File: config.mk
export PLATFORM = sky130hd
export DESIGN_NAME = axi_fb_writer
export DESIGN_NICKNAME = d
export VERILOG_FILES = /design/src/rtl/axi_fb_writer.sv
export SDC_FILE = /design/constraint.sdc
export NUM_CORES = 2
export LEC_CHECK = 0
export ABC_AREA = 1
export BUFFER_PORTS_ARGS = -buffer_cell sky130_fd_sc_hd__buf_2
export CAP_MARGIN = 20
export CORE_ASPECT_RATIO = 1.25
export CORE_UTILIZATION = 40
export DETAILED_ROUTE_END_ITERATION = 10
export HOLD_SLACK_MARGIN = 0.06
export PLACE_DENSITY = 0.64
export SLEW_MARGIN = 40
export SYNTH_ARGS = -nofsm -noshare
export SYNTH_HDL_FRONTEND = slang
export SYNTH_SLANG_ARGS = --single-unit
export TNS_END_PERCENT = 20
File: constraint.sdc
create_clock -name clk_i -period 15.7 [get_ports clk_i]
set_input_delay 0.785 -clock clk_i [delete_from_list [all_inputs] [get_ports clk_i]]
set_output_delay 0.785 -clock clk_i [all_outputs]
set_load 0.1 [all_outputs]
File: src/rtl/axi_fb_writer.sv
// AXI4 write-channel master: buffers an input beat stream and writes it out as INCR bursts.
// Optional feature macro: AXI_FB_WRITER_BRESP_CHECK_EN (error responses set err_o and abort the frame).
module axi_fb_writer #(
    parameter int          AXI_ADDR_W = 64,
    parameter int          AXI_DATA_W = 64,
    parameter int          AXI_ID_W   = 4,
    parameter int unsigned AXI_ID     = 0,
    parameter int          BURST_LEN  = 16
) (
    input  logic                    clk_i,
    input  logic                    rst_i,
    input  logic                    start_i,
    input  logic [AXI_ADDR_W-1:0]   cfg_baseaddr,
    input  logic [31:0]             cfg_beats,
    input  logic                    s_valid,
    output logic                    s_ready,
    input  logic [AXI_DATA_W-1:0]   s_data,
    output logic                    m_axi_awvalid,
    input  logic                    m_axi_awready,
    output logic [AXI_ADDR_W-1:0]   m_axi_awaddr,
    output logic [7:0]              m_axi_awlen,
    output logic [2:0]              m_axi_awsize,
    output logic [1:0]              m_axi_awburst,
    output logic [AXI_ID_W-1:0]     m_axi_awid,
    output logic                    m_axi_wvalid,
    input  logic                    m_axi_wready,
    output logic [AXI_DATA_W-1:0]   m_axi_wdata,
    output logic [AXI_DATA_W/8-1:0] m_axi_wstrb,
    output logic                    m_axi_wlast,
    input  logic                    m_axi_bvalid,
    output logic                    m_axi_bready,
    input  logic [AXI_ID_W-1:0]     m_axi_bid,
    input  logic [1:0]              m_axi_bresp,
    output logic                    busy_o,
    output logic                    done_o,
    output logic                    err_o
);

    localparam int BYTES = AXI_DATA_W / 8;
    localparam int SIZE  = $clog2(BYTES);
    localparam int DEPTH = 2 * BURST_LEN;
    localparam int PW    = $clog2(DEPTH);
    localparam int CW    = $clog2(DEPTH + 1);

    if (!(AXI_DATA_W == 32 || AXI_DATA_W == 64)) begin : g_bad_dw
        $error("axi_fb_writer: AXI_DATA_W must be 32 or 64");
    end
    if (BURST_LEN < 1 || BURST_LEN > 256 || (BURST_LEN & (BURST_LEN - 1)) != 0 ||
        BURST_LEN * BYTES > 4096) begin : g_bad_bl
        $error("axi_fb_writer: illegal BURST_LEN");
    end

    typedef enum logic [1:0] {ST_IDLE, ST_AW, ST_W, ST_B} state_t;

    state_t                  state, state_nxt;
    logic [AXI_ADDR_W-1:0]   addr;
    logic [31:0]             remain;
    logic [31:0]             beats;
    logic [31:0]             accepted;
    logic [8:0]              blen;
    logic [7:0]              wcnt;

    logic [AXI_DATA_W-1:0]   mem [DEPTH];
    logic [PW-1:0]           rd_ptr, wr_ptr;
    logic [CW-1:0]           cnt;
    logic                    full, push, pop;
    logic                    aw_hs, b_hs, b_err, frame_end;
    logic                    unused_bits;

    assign blen = (remain < 32'(BURST_LEN)) ? remain[8:0] : 9'(BURST_LEN);

    // FIFO side: wvalid/wdata/wlast and s_ready come straight from FIFO state.
    assign full          = (cnt == CW'(DEPTH));
    assign s_ready       = busy_o && !full && (accepted < beats);
    assign push          = s_valid && s_ready;
    assign m_axi_wvalid  = (state == ST_W) && (cnt != '0);
    assign m_axi_wdata   = mem[rd_ptr];
    assign m_axi_wstrb   = '1;
    assign m_axi_wlast   = m_axi_wvalid && ({1'b0, wcnt} == blen - 9'd1);
    assign pop           = m_axi_wvalid && m_axi_wready;

    assign aw_hs = m_axi_awvalid && m_axi_awready;
    assign b_hs  = m_axi_bvalid && m_axi_bready;

`ifdef AXI_FB_WRITER_BRESP_CHECK_EN
    assign b_err = (m_axi_bresp != 2'b00);
`else
    assign b_err = 1'b0;
`endif

    assign frame_end   = b_hs && (b_err || (remain == 32'(blen)));
    assign unused_bits = ^{m_axi_bid, m_axi_bresp};

    always_ff @(posedge clk_i) begin
        if (rst_i) state <= ST_IDLE;
        else       state <= state_nxt;
    end

    always_comb begin
        state_nxt = state;
        case (state)
            ST_IDLE: if (start_i && cfg_beats != 32'd0) state_nxt = ST_AW;
            ST_AW:   if (aw_hs) state_nxt = ST_W;
            ST_W:    if (pop && m_axi_wlast) state_nxt = ST_B;
            ST_B:    if (b_hs) state_nxt = frame_end ? ST_IDLE : ST_AW;
            default: state_nxt = ST_IDLE;
        endcase
    end

    always_ff @(posedge clk_i) begin
        if (rst_i) begin
            addr          <= '0;
            remain        <= '0;
            beats         <= '0;
            accepted      <= '0;
            wcnt          <= '0;
            busy_o        <= 1'b0;
            done_o        <= 1'b0;
            m_axi_awvalid <= 1'b0;
            m_axi_awaddr  <= '0;
            m_axi_awlen   <= '0;
            m_axi_awsize  <= '0;
            m_axi_awburst <= '0;
            m_axi_awid    <= '0;
            m_axi_bready  <= 1'b0;
        end else begin
            done_o <= 1'b0;
            case (state)
                ST_IDLE: begin
                    if (start_i) begin
                        if (cfg_beats != 32'd0) begin
                            addr     <= cfg_baseaddr;
                            remain   <= cfg_beats;
                            beats    <= cfg_beats;
                            accepted <= '0;
                            busy_o   <= 1'b1;
                        end else begin
                            done_o <= 1'b1;
                        end
                    end
                end
                ST_AW: begin
                    // Only request the burst once all of its beats are buffered so W never stalls.
                    if (m_axi_awvalid) begin
                        if (m_axi_awready) begin
                            m_axi_awvalid <= 1'b0;
                            wcnt          <= '0;
                        end
                    end else if (32'(cnt) >= 32'(blen)) begin
                        m_axi_awvalid <= 1'b1;
                        m_axi_awaddr  <= addr;
                        m_axi_awlen   <= 8'(blen - 9'd1);
                        m_axi_awsize  <= 3'(SIZE);
                        m_axi_awburst <= 2'b01;
                        m_axi_awid    <= AXI_ID_W'(AXI_ID);
                    end
                end
                ST_W: begin
                    if (pop) begin
                        wcnt <= wcnt + 8'd1;
                        if (m_axi_wlast) m_axi_bready <= 1'b1;
                    end
                end
                ST_B: begin
                    if (b_hs) begin
                        m_axi_bready <= 1'b0;
                        addr         <= addr + (AXI_ADDR_W'(blen) << SIZE);
                        remain       <= remain - 32'(blen);
                        if (frame_end) begin
                            busy_o <= 1'b0;
                            done_o <= 1'b1;
                        end
                    end
                end
                default: ;
            endcase
            if (push) accepted <= accepted + 32'd1;
        end
    end

    // An aborted frame discards whatever is still buffered.
    always_ff @(posedge clk_i) begin
        if (rst_i || (b_hs && b_err)) begin
            rd_ptr <= '0;
            wr_ptr <= '0;
            cnt    <= '0;
        end else begin
            if (push) wr_ptr <= wr_ptr + PW'(1);
            if (pop)  rd_ptr <= rd_ptr + PW'(1);
            case ({push, pop})
                2'b10:   cnt <= cnt + CW'(1);
                2'b01:   cnt <= cnt - CW'(1);
                default: ;
            endcase
        end
    end

    always_ff @(posedge clk_i) begin
        if (push) mem[wr_ptr] <= s_data;
    end

`ifdef AXI_FB_WRITER_BRESP_CHECK_EN
    always_ff @(posedge clk_i) begin
        if (rst_i)                            err_o <= 1'b0;
        else if (state == ST_IDLE && start_i) err_o <= 1'b0;
        else if (b_hs && b_err)               err_o <= 1'b1;
    end
`else
    assign err_o = 1'b0;
`endif

endmodule

# After elaboration in Yosys (flattened, before gate mapping)
# Memories as Yosys holds them, arrays and structs flattened. A register that Yosys moved wholly into a read port is not among the register bits.
# Index checks and enable logic that the tools add are counted.
dict set report word_totals {
  regBits 264
  ramBits 2048
  memories 1
}
dict set report classes {
  add_sub_neg 9
  n_lt_le_gt_ge 3
  eq_ne 19
  muxes 45
  bitwise 1
  reduce_logical 30
}
# memory depth width rd rd_clocked_by_memory_dff write_ports line
set mem_list {}
lappend mem_list {mem 32 64 1 1 1 63} ;# logic [AXI_DATA_W-1:0] mem [DEPTH];
# cell count
set op_table {}
lappend op_table {{two-way mux 32 bit} 7}
lappend op_table {{two-way mux 64 bit} 3}
lappend op_table {{case mux 64 bit (2 select lines)} 1}
lappend op_table {{adder 64 x 12 -> 64 bit} 1}
lappend op_table {{case mux 32 bit (2 select lines)} 1}
lappend op_table {{adder 32 x 1 -> 32 bit (second input constant)} 1}
lappend op_table {{equality test 32 x 9 -> 1 bit} 1}
lappend op_table {{less-than comparator 32 bit} 1}
lappend op_table {{less-than comparator 32 x 5 -> 1 bit (second input constant)} 1}
lappend op_table {{nonzero test 32 bit} 1}
lappend op_table {{subtractor 32 x 9 -> 32 bit} 1}
lappend op_table {{two-way mux 8 bit} 3}
lappend op_table {{!= test 2 bit (second input constant)} 10}
lappend op_table {{two-way mux 1 bit} 17}
lappend op_table {{case mux 8 bit (2 select lines)} 1}
lappend op_table {{AND reduction 4 bit} 4}
lappend op_table {{nonzero test 2 bit} 7}
lappend op_table {{case mux 6 bit (2 select lines)} 1}
lappend op_table {{logical AND 1 bit} 11}
lappend op_table {{adder 5 x 1 -> 5 bit (second input constant)} 2}
lappend op_table {{two-way mux 5 bit} 2}
lappend op_table {{equality test 8 x 9 -> 1 bit} 1}
lappend op_table {{>= comparator 6 x 9 -> 1 bit} 1}
lappend op_table {{two-way mux 9 bit} 1}
lappend op_table {{17 further kinds} 27}

# Longest topological paths before layout
dict set report logic_depth {
  word_depth 8
  mapped_depth 24
  depth_no_buf 24
}

# Worst setup path before layout
# Ideal clock, no wire load.
dict set report synth_path {
  path_kind {register -> register}
  start {register busy_o}
  end {memory mem[31][0], enable pin}
  setup_time_ns 0.567
  arrival_ns 6.295
  t_required_ns 15.133
  slack_ns 8.838
  stages_incl_launch_ff 7
  n_path_buf 1
  cell_sequence {dfxtp_1 > nor3b_1 > o21ai_0 > nor3_1 > nand3_1 > clkbuf_1 > nor3_1}
}
dict set report synth_between {
  elab_chain_len 5
}
# item line
set synth_lines {}
lappend synth_lines {{start, declared} 34} ;# output logic busy_o,
lappend synth_lines {{start signal, assigned} 117} ;# busy_o <= 1'b0;
lappend synth_lines {{start signal, assigned} 136} ;# busy_o <= 1'b1;
lappend synth_lines {{start signal, assigned} 170} ;# busy_o <= 1'b0;
lappend synth_lines {{logical AND 1 bit (2 in a row)} 74} ;# assign s_ready = busy_o && !full && (accepted < beats);
lappend synth_lines {{logical AND 1 bit} 75} ;# assign push = s_valid && s_ready;
lappend synth_lines {{two-way mux 1 bit} 199} ;# if (push) mem[wr_ptr] <= s_data;
lappend synth_lines {{two-way mux 1 bit (implied by the code)} 199}
lappend synth_lines {{end, declared} 63}
# No other way between the ends.

==> metrics.md <==
| Metric | Value |
|---|---|
| Status | finished, final reports clean |
| Reg clk slew, reported paths | 0.06 ns |
| Setup Crit Path Kind | flop to primary output |
| Setup TNS | 0 ns |
| First-pass GRT wire length | 414000 µm |
| Port bufs | 312 |
| Final ANT Viol Nets | 0 |
| Max-cap violations | 0 |
| Area of the mapped netlist | 0.0952 mm² |
| Reg power frac | 45.2% |
| Postcts setup bufs | 0 |
| TritonCTS clock tree | built |
| Layout cells sized above 1 | 10.4% |
| Hold path depth | 3 |
| Async set-reset flop share out of synthesis | 0% |
| Placed Area | 0.100 mm² |
| Leak pwr | 0.0361 µW |
| Initial antenna violation count | 28 |
| Startpoint Class | flop |
| Fill cell count | 21100 |
| Max Clock Skew | 0.0789 ns |
| # DRC | 0 |
| Max-slew violations | 0 |
| Starting DRC count in detailed routing | 6741 |
| Total global routing overflow | 0 |
| Core area | 0.236 mm² |
| Initial Utilization | 40.4% |
| Worst EP required | 14.91 ns |
| Synth Flop Type | edfxtp_1 |
| Yosys cell types | 60 |
| Root buf cell | clkbuf_16 |
| Design Area, Final | 0.108 mm² |
| Part of the cycle the worst path needs | 42.3% |
| Design Power | 15700 µW |
| Slew @ Worst Pin | 0.927 ns |
| Seq cells post-synth | 2316 |
| Crit path time final | 6.64 ns |
| Die ar. | 0.240 mm² |
| HP Class | input pin to flop |
| Final setup fails | 0 |
| Routability Congestion | 0.918 |
| Reg2reg setup slack | 10.02 ns |
| Worst-Skew Late Latency | 0.91 ns |
| H-tree depth | 4 |
| Final hold vios | 0 |
| RSZ-0062 raised after global routing | no |
| Layout area overhead | 13.0% |
| Wirelength per Cell | 24.2 µm |
| Final net count | 8643 |
| Syn Area/Cell | 11.5 µm² |
| Post-CTS sizing | 0 |
| Synth warn | 0 |
| Worst-case reg-to-reg path depth | 13 |
| Hold Path End | remain[10]$_SDFFE_PP0P_ |
| Die Ht | 547 µm |
| EDFF count, synth | 2048 |
| Hold_buf cts | 0 |
| R2R Path End | mem[9][50]$_DFFE_PP_ |
| Vias in the first global route | 64100 |
| Post-DP HPWL | 151000 µm |
| Seq/Total Area, Yosys | 70.2% |
| Die W | 438 µm |
| Largest net degree at the start of global routing | 219 |
| Clock power frac | 34.5% |
| FMAX | 151 MHz |
| Arr. time, crit path | 5.86 ns |
| Gr usage total | 22.8% |
| Worst hold slack | 0.221 ns |
| Switching pwr | 4930 µW |
| Vias per inst | 5.80 |
| Clk sink count | 2316 |
| Longest Clk Path Bufs | 4 |
| TritonCTS Buffers | 229 |
| Combinational fraction of design power | 20.3% |
| Drt first pass iters | 7 |
| Final wirelength | 284000 µm |
| Power density over the cells | 146 mW/mm² |
| Sw frac | 31.4% |
| Ports | 334 |
| Via count | 67800 |
| R2R Path Start | cnt[1]$_SDFFE_PP0P_ |
| CP max FO | 119 |
| VDD IR max | 0.118 mV |
| Crit. End Element | primary output |
| Max-slew headroom | 38.2% |
| Syn Inst Count | 8272 |
| Hold_sp | cfg_beats[10] |
| Int Pwr | 10700 µW |
| Cell Rows | 199 |
[through the flow]
step | setup slack (ns) | util, % | cells
floorplan | 8.84 | - | 8291
global placement | 9.17 | 42.3 | 11300
detailed placement | 9.55 | 42.5 | 11300
CTS | 8.64 | 45.6 | 11700
global route | 8.76 | 45.6 | 11700
finish | 9.06 | 45.6 | 11700
[power groups by stage]
stage	logic (µW)	clock network, µW	registers [µW]
after floorplan	2190	0	7250
after global placement	3080	0	7200
after detailed placement	3150	0	7210
after CTS	3170	5490	7080
after global routing	3460	5710	7100
final	3180	5410	7080
[cells in the final DEF, fill, tap and decap left out, types with 8 or more instances in the layout]
cell type	instances
edfxtp_1	2048
nor2_1	1536
o21ai_0	1413
nand2_1	634
o22ai_1	561
buf_2	311
a21oi_1	287
dfxtp_1	263
inv_1	243
clkbuf_16	231
nand3_1	193
buf_4	70
ha_1	62
nor3_1	59
clkbuf_1	48
clkinv_1	47
o221ai_1	46
nand4_1	43
nor2_4	42
clkinv_2	41
buf_6	34
nor4_1	29
o31ai_1	27
o211ai_1	23
bufinv_16	22
conb_1	21
xor2_1	18
xnor2_1	18
or2_2	17
a31oi_1	17
nor2_2	14
nand2_2	14
nand3_2	13
buf_16	12
buf_12	11
diode_2	8
nand3b_1	8
[flip-flops by register name, summed over array words and instances (netlist names), named ones only]
| register | cells |
|---|---|
| mem | 2048 |
| addr | 64 |
| m_axi_awaddr | 64 |
| accepted | 32 |
| beats | 32 |
| remain | 32 |
| m_axi_awlen | 8 |
| wcnt | 8 |
| cnt | 6 |
| rd_ptr | 5 |
| wr_ptr | 5 |
| state | 2 |
| busy_o | 1 |
| done_o | 1 |
| m_axi_awsize | 1 |
| m_axi_awvalid | 1 |
| m_axi_bready | 1 |
[cell usage after synthesis (40+ instances only)]
library cell | n | area [µm²]
o21ai_0 | 1413 | 7070
inv_1 | 245 | 920
buf_2 | 40 | 200
o221ai_1 | 46 | 403
ha_1 | 63 | 788
edfxtp_1 | 2048 | 61500
nor2_1 | 1568 | 5890
nor3_1 | 61 | 305
clkbuf_1 | 473 | 1780
dfxtp_1 | 268 | 5370
o22ai_1 | 561 | 3510
nand2_1 | 634 | 2380
a21oi_1 | 287 | 1440
nand4_1 | 43 | 269
nand3_1 | 194 | 971
[critical path, cell delays in order, from the launching register on]
cell and delay, ns:
dfxtp_4 0.79, buf_4 0.52, buf_12 0.30, buf_4 0.66, buf_12 0.51, buf_16 0.37
o21ai_0 0.17, o22ai_1 0.23, o21ai_0 0.12, o22ai_1 0.29, nand2_1 0.09, nand2_1 0.28
buf_2 0.49
[how the worst max path moves through the flow]
stage | start | end | slack [ns] | cells past startpoint
after global placement | flop | m_axi_wdata[9] | 9.17 | 11
after CTS | flop | m_axi_wdata[9] | 8.64 | 11
after detailed placement | flop | m_axi_wdata[9] | 9.55 | 11
after floorplan | busy_o$_SDFFE_PP0P_ | mem[31][0]$_DFFE_PP_ | 8.84 | 6
after global routing | flop | m_axi_wdata[10] | 8.76 | 12
final | flop | m_axi_wdata[10] | 9.06 | 12
[final cells by class]
type                       instances  area, µm²  share of cell area (%)
antenna                            8       20.0                  0.0186
clock inverter                   124       1250                    1.16
multi-input combinational       5160      25500                    23.7
timing repair buffer             441       3060                    2.84
clock buffer                     282       6000                    5.58
inverter                         257       1010                   0.941
tap                             3115       3900                    3.62
sequential                      2316      66900                    62.2
[cells by family (layout without fill, tap and decap cells)]
family | count (synthesis) | in the layout | synth area share [%]
flip-flops | 2316 | 2316 | 70.2
other | 2 | 29 | 0.00789
buffers and inverters | 815 | 1104 | 3.36
adder cells (fa/ha/maj) | 65 | 65 | 0.870
AO/OA/AOI/OAI | 2411 | 2411 | 13.9
XOR/XNOR | 36 | 36 | 0.331
AND/OR/NAND/NOR | 2627 | 2627 | 11.3
[metal layers]
metal	track usage (%)	wire (µm)	vias up
li1	-	-	30300
met1	29.8	112000	33600
met2	37.7	136000	3216
met3	3.78	24600	644
met4	8.82	11300	20
met5	0	128	-
No activity file was read; power rests on OpenSTA's default activity.
